$ cat config.mk
export PLATFORM = sky130hd
export DESIGN_NAME = dmaster_st_packet_arbiter
export DESIGN_NICKNAME = d
export VERILOG_FILES = /design/src/rtl/dmaster_st_packet_arbiter.sv
export SDC_FILE = /design/constraint.sdc
export NUM_CORES = 1
export LEC_CHECK = 0
export CORE_MARGIN = 2
export CORE_UTILIZATION = 38
export DETAILED_ROUTE_END_ITERATION = 16
export HOLD_SLACK_MARGIN = 0.06
export PLACE_DENSITY = 0.8
export RECOVER_POWER = 50
export SYNTH_ARGS = -nofsm -noshare
export SYNTH_HDL_FRONTEND = slang
export SYNTH_SLANG_ARGS = --single-unit
$ cat constraint.sdc
create_clock -name clk -period 2.45 [get_ports clk]
set_clock_uncertainty 0.2 [all_clocks]
set_input_delay 0.3675 -clock clk [delete_from_list [all_inputs] [get_ports clk]]
set_output_delay 0.3675 -clock clk [all_outputs]
set_load 0.005 [all_outputs]
$ cat src/rtl/dmaster_st_packet_arbiter.sv
// rtl/dmaster_st_packet_arbiter.sv - packet-atomic round-robin Avalon-ST arbiter with channel tagging
// Optional: DMASTER_ARB_CH0_PRIORITY_EN gives input 0 absolute priority at arbitration.
module dmaster_st_packet_arbiter #(
  parameter int NUM_IN = 4,
  parameter int DATA_W = 8,
  parameter int CH_W   = 8
) (
  input  logic                     clk,
  input  logic                     reset,
  input  logic [NUM_IN-1:0]        in_valid,
  input  logic [NUM_IN*DATA_W-1:0] in_data,
  input  logic [NUM_IN-1:0]        in_startofpacket,
  input  logic [NUM_IN-1:0]        in_endofpacket,
  output logic [NUM_IN-1:0]        in_ready,
  input  logic                     out_ready,
  output logic                     out_valid,
  output logic [DATA_W-1:0]        out_data,
  output logic                     out_startofpacket,
  output logic                     out_endofpacket,
  output logic [CH_W-1:0]          out_channel,
  output logic                     busy
);

  localparam int GW = (NUM_IN > 1) ? $clog2(NUM_IN) : 1;

  typedef enum logic {IDLE, LOCK} state_t;

  state_t          state, state_nxt;
  logic [GW-1:0]   grant, last_grant, win, pos;
  logic            win_found;
  logic            accept;
  logic            out_free;
  logic [DATA_W-1:0] data_arr [NUM_IN];

  for (genvar i = 0; i < NUM_IN; i++) begin : g_slice
    assign data_arr[i] = in_data[i*DATA_W +: DATA_W];
  end

  // Scan downward so the closest requester after last_grant is the final overwrite.
  always_comb begin
    win       = '0;
    win_found = 1'b0;
    pos       = '0;
    for (int k = NUM_IN; k >= 1; k--) begin
      pos = GW'((int'(last_grant) + k) % NUM_IN);
      if (in_valid[pos]) begin
        win       = pos;
        win_found = 1'b1;
      end
    end
`ifdef DMASTER_ARB_CH0_PRIORITY_EN
    if (in_valid[0]) begin
      win       = '0;
      win_found = 1'b1;
    end
`endif
  end

  always_ff @(posedge clk or posedge reset) begin
    if (reset) begin
      state <= IDLE;
    end else begin
      state <= state_nxt;
    end
  end

  always_comb begin
    state_nxt = state;
    case (state)
      IDLE: if (win_found) state_nxt = LOCK;
      LOCK: if (accept && in_endofpacket[grant]) state_nxt = IDLE;
      default: state_nxt = IDLE;
    endcase
  end

  // in_ready is derived from state and the output register only, never from in_valid.
  always_comb begin
    in_ready = '0;
    out_free = !out_valid || out_ready;
    if (state == LOCK) in_ready[grant] = out_free;
    accept   = (state == LOCK) && in_valid[grant] && out_free;
    busy     = (state == LOCK);
  end

  always_ff @(posedge clk or posedge reset) begin
    if (reset) begin
      grant      <= '0;
      last_grant <= GW'(NUM_IN - 1);
    end else if (state == IDLE && win_found) begin
      grant <= win;
`ifdef DMASTER_ARB_CH0_PRIORITY_EN
      if (win != '0) last_grant <= win;
`else
      last_grant <= win;
`endif
    end
  end

  always_ff @(posedge clk or posedge reset) begin
    if (reset) begin
      out_valid         <= 1'b0;
      out_data          <= '0;
      out_startofpacket <= 1'b0;
      out_endofpacket   <= 1'b0;
      out_channel       <= '0;
    end else if (accept) begin
      out_valid         <= 1'b1;
      out_data          <= data_arr[grant];
      out_startofpacket <= in_startofpacket[grant];
      out_endofpacket   <= in_endofpacket[grant];
      out_channel       <= CH_W'(grant);
    end else if (out_ready) begin
      out_valid <= 1'b0;
    end
  end

endmodule

==> flow_summary.toml <==
[placed_design]
port-buffer-count = 64
detailed_place.area_um2 = 1920
dp_hpwl_um = 2540
gp_congestion = 0.740
numPlacedInstances = 207

[global_route]
grt.overflow.total = 0
gr-usage-all-layers_pct = 17.1
grt_start_max_net_pins = 19
vias_in_the_first_global_route = 1053
antenna_violations_before_repair = 0
first_pass_grt_wire_length_um = 4640

[floorplan]
design.die.area_um2 = 3770
core_footprint_um2 = 3100
die_h_um = 61.4
die_width_um = 61.4
number_of_standard_cell_rows_in_the_floorplan = 20
ios = 71
starting_utilization_of_the_core_area_pct = 40.3

[route]
detail-route-antenna-nets = 0
drtPass1Iterations = 4
vias = 1063
drt-wirelength-per-cell_um = 14.8
initialDrtViolationCount = 33
drc = 0
viasPerCell = 5.04
finalWirelength_um = 3130

[yosys]
synth_ff_type = "sky130_fd_sc_hd__dfrtp_1"
post_synth_instance_area_um2 = 1250
synth_seq_cells = 18
synth_edf_count = 0
dominant_cell_by_count_in_the_synthesized_netlist = "sky130_fd_sc_hd__dfrtp_1"
postSynthAreaPerCell_um2 = 12.4
synth_top_area_cell = "sky130_fd_sc_hd__dfrtp_1"
synth_largest_type_area_fraction_pct = 32.0
synth_top_cells_by_area = "sky130_fd_sc_hd__dfrtp_1 (32%), sky130_fd_sc_hd__mux2_4 (11%), sky130_fd_sc_hd__mux4_2 (11%), sky130_fd_sc_hd__mux4_1 (11%), sky130_fd_sc_hd__dfstp_2 (4.2%)"
async_flop_share_pct = 100
post_synthesis_cells = 101
synth.lib_cells_used.distinct = 32
number_of_warning_messages_in_the_yosys_log = 0
synth.top_cells.by_count = "sky130_fd_sc_hd__dfrtp_1 (16), sky130_fd_sc_hd__mux2_4 (9), sky130_fd_sc_hd__nand2_1 (8)"
seq_area_frac_synth_pct = 36.2

[critical_path]
slowest_stage = "sky130_fd_sc_hd__clkdlybuf4s50_1"
worst_r2r_endpoint = "out_startofpacket$_DFFE_PP0P_"
ff2ff_setup_slack_ns = 0.37
timing.critical_path.fanout_max = 4
critical-path-max-stage-delay_ns = 0.52
critical_path_required_ns = 1.88
worst_r2r_startpoint = "grant[0]$_DFFE_PP0P_"
worst-setup-path-type = "input pin to output port"
end_kind = "output port"
setup.worst_path.start_class = "input pin"
startpoint = "out_ready"
critical_path.most_common_cell = "sky130_fd_sc_hd__clkdlybuf4s50_1"
rr_worst_depth = 3
crit_arrival_ns = 1.79
ordered_list_of_cells_on_the_worst_path = "clkdlybuf4s50_1 > nand2b_1 > nand3_1 > nor2_1 > clkdlybuf4s50_1"
endpoint = "in_ready[3]"

[power_and_ir_drop]
share_of_power_burned_in_combinational_logic_pct = 58.7
p_seq_share_pct = 31.5
peakVddDrop_mv = 0.489
clkPwrFrac_pct = 9.8
power_leakage_nw = 0.821
p_sw_uw = 632
cell_internal_pwr_mw = 1.30
total_power_divided_by_cell_area_nw_per_um2 = 991
switching_share_pct = 32.7

[layout]
antennaDiodeCount = 0
fillers = 257
postLayoutCellArea_um2 = 1950
finalNonFillerCells = 211
final-seq-area_um2 = 453
fin_nets = 215
multi_input_area_um2 = 696
drive_above_1_share_pct = 20.4
area_growth_pct = 55.7

[clock_tree]
cts_max_level = 1
cts.repair.resized = 0
cts.repair_timing.setup_buffer_count = 0
cts_tree = "done"
ctsLongestPathBuffers = 2
clock_transition_at_path_regs_ns = 0.11
postCtsHoldBufs = 0
cts_inserted_buffers = 3
numClockSinks = 18
clock_tree.root_cell = "sky130_fd_sc_hd__clkbuf_4"
clock_latency_reported_for_the_late_side_of_the_worst_skew_pair_ns = 0.31

[outcome]
result_of_the_run = "finished clean"

[sta]
grt_setup_unrepaired = "false"
setup_violations = 0
slew_headroom_pct = 54.8
fin_crit_ns = 2.36
hold_ws_ns = 0.314
tightestPinTransition_ns = 0.678
hold_viol = 0
maxSlewViolCount = 0
final.period_utilization_pct = 96.3
max_clock_freq_mhz = 424
setup-tns-final_ns = 0

[run]
max_cap_viol_count = 0

[hold_path]
timing.hold.worst.class = "flop to flop"
through the flow:
stage | setup slack, ns | power (mW) | utilization (%)
floorplan | 0.588 | 1.33 | -
global placement | 0.174 | 1.74 | 61.7
detailed placement | 0.0939 | 1.78 | 61.7
CTS | 0.0793 | 1.97 | 62.9
global route | 0.0309 | 2.06 | 62.8
finish | 0.0899 | 1.93 | 62.8
layer usage:
| metal | track usage (%) | up-vias | wire length (um) |
|---|---|---|---|
| met5 | 0 | - | 0 |
| met4 | 6.99 | 0 | 57 |
| met3 | 3.99 | 7 | 298 |
| met2 | 31.2 | 48 | 1560 |
| met1 | 19.2 | 509 | 1220 |
| li1 | - | 499 | - |
power groups by stage:
stage | combinational (mW) | sequential, mW | clock (mW)
after floorplan | 0.781 | 0.551 | 0
after global placement | 1.13 | 0.604 | 0
after CTS | 1.17 | 0.610 | 0.193
final | 1.13 | 0.609 | 0.189
after global routing | 1.22 | 0.631 | 0.210
after detailed placement | 1.16 | 0.616 | 0
kinds of logic (layout without fill, tap and decap cells):
kind of cell           count (synthesis)  after routing  synth area share [%]
muxes                                 23             23                  34.8
DFF                                   18             18                  36.2
buffers and inverters                 19             80                  9.70
and+or+nand+nor                       24             24                  9.70
AOI/OAI and AO/OA                     16             16                  9.30
other                                  1              6                 0.300
worst min path at each step:
stage / from / to / depth (start not counted)
3_3_place_gp: out_endofpacket$_DFFE_PP0P_ / out_endofpacket$_DFFE_PP0P_ / 1
6_report: out_data[3]$_DFFE_PP0P_ / out_data[3]$_DFFE_PP0P_ / 1
4_1_cts: reset / out_data[7]$_DFFE_PP0P_ / 2
3_5_place_dp: out_data[3]$_DFFE_PP0P_ / out_data[3]$_DFFE_PP0P_ / 1
2_1_floorplan: reset / busy$_DFF_PP0_ / 1
5_1_grt: out_data[3]$_DFFE_PP0P_ / out_data[3]$_DFFE_PP0P_ / 1
registers in the layout (all words and copies together), names as in the netlist:
register,count
out_data,8
grant,2
last_grant,2
out_channel,2
busy,1
out_endofpacket,1
out_startofpacket,1
out_valid,1
critical path, delay by kind of cell:
family / cells / cell delay, ns
simple gates: 3 / 0.44
buf+inv: 2 / 0.99
layout make-up:
type,instances,area share [%]
clock buffers,4,1.86
inverters,5,0.963
repair buffers,71,35.4
well taps,44,2.83
multi-input cells,69,35.7
flip-flops and latches,18,23.2
cells in the final DEF (no fill, tap or decap), types with 2 or more instances in the layout:
master,count
sky130_fd_sc_hd__mux2_4,9
sky130_fd_sc_hd__inv_1,5
sky130_fd_sc_hd__a31oi_1,2
sky130_fd_sc_hd__o21ai_0,4
sky130_fd_sc_hd__dfstp_2,2
sky130_fd_sc_hd__clkbuf_4,3
sky130_fd_sc_hd__nand2_1,8
sky130_fd_sc_hd__a21oi_1,2
sky130_fd_sc_hd__o221a_2,2
sky130_fd_sc_hd__buf_4,6
sky130_fd_sc_hd__mux4_1,5
sky130_fd_sc_hd__nand3_1,3
sky130_fd_sc_hd__nor2_1,5
sky130_fd_sc_hd__clkdlybuf4s50_1,56
sky130_fd_sc_hd__dlygate4sd3_1,8
sky130_fd_sc_hd__nor3b_1,2
sky130_fd_sc_hd__mux4_2,6
sky130_fd_sc_hd__nand2b_1,2
sky130_fd_sc_hd__mux2_2,3
sky130_fd_sc_hd__dfrtp_1,16
sky130_fd_sc_hd__conb_1,6
Note: power is estimated with default switching activity, not from simulation.
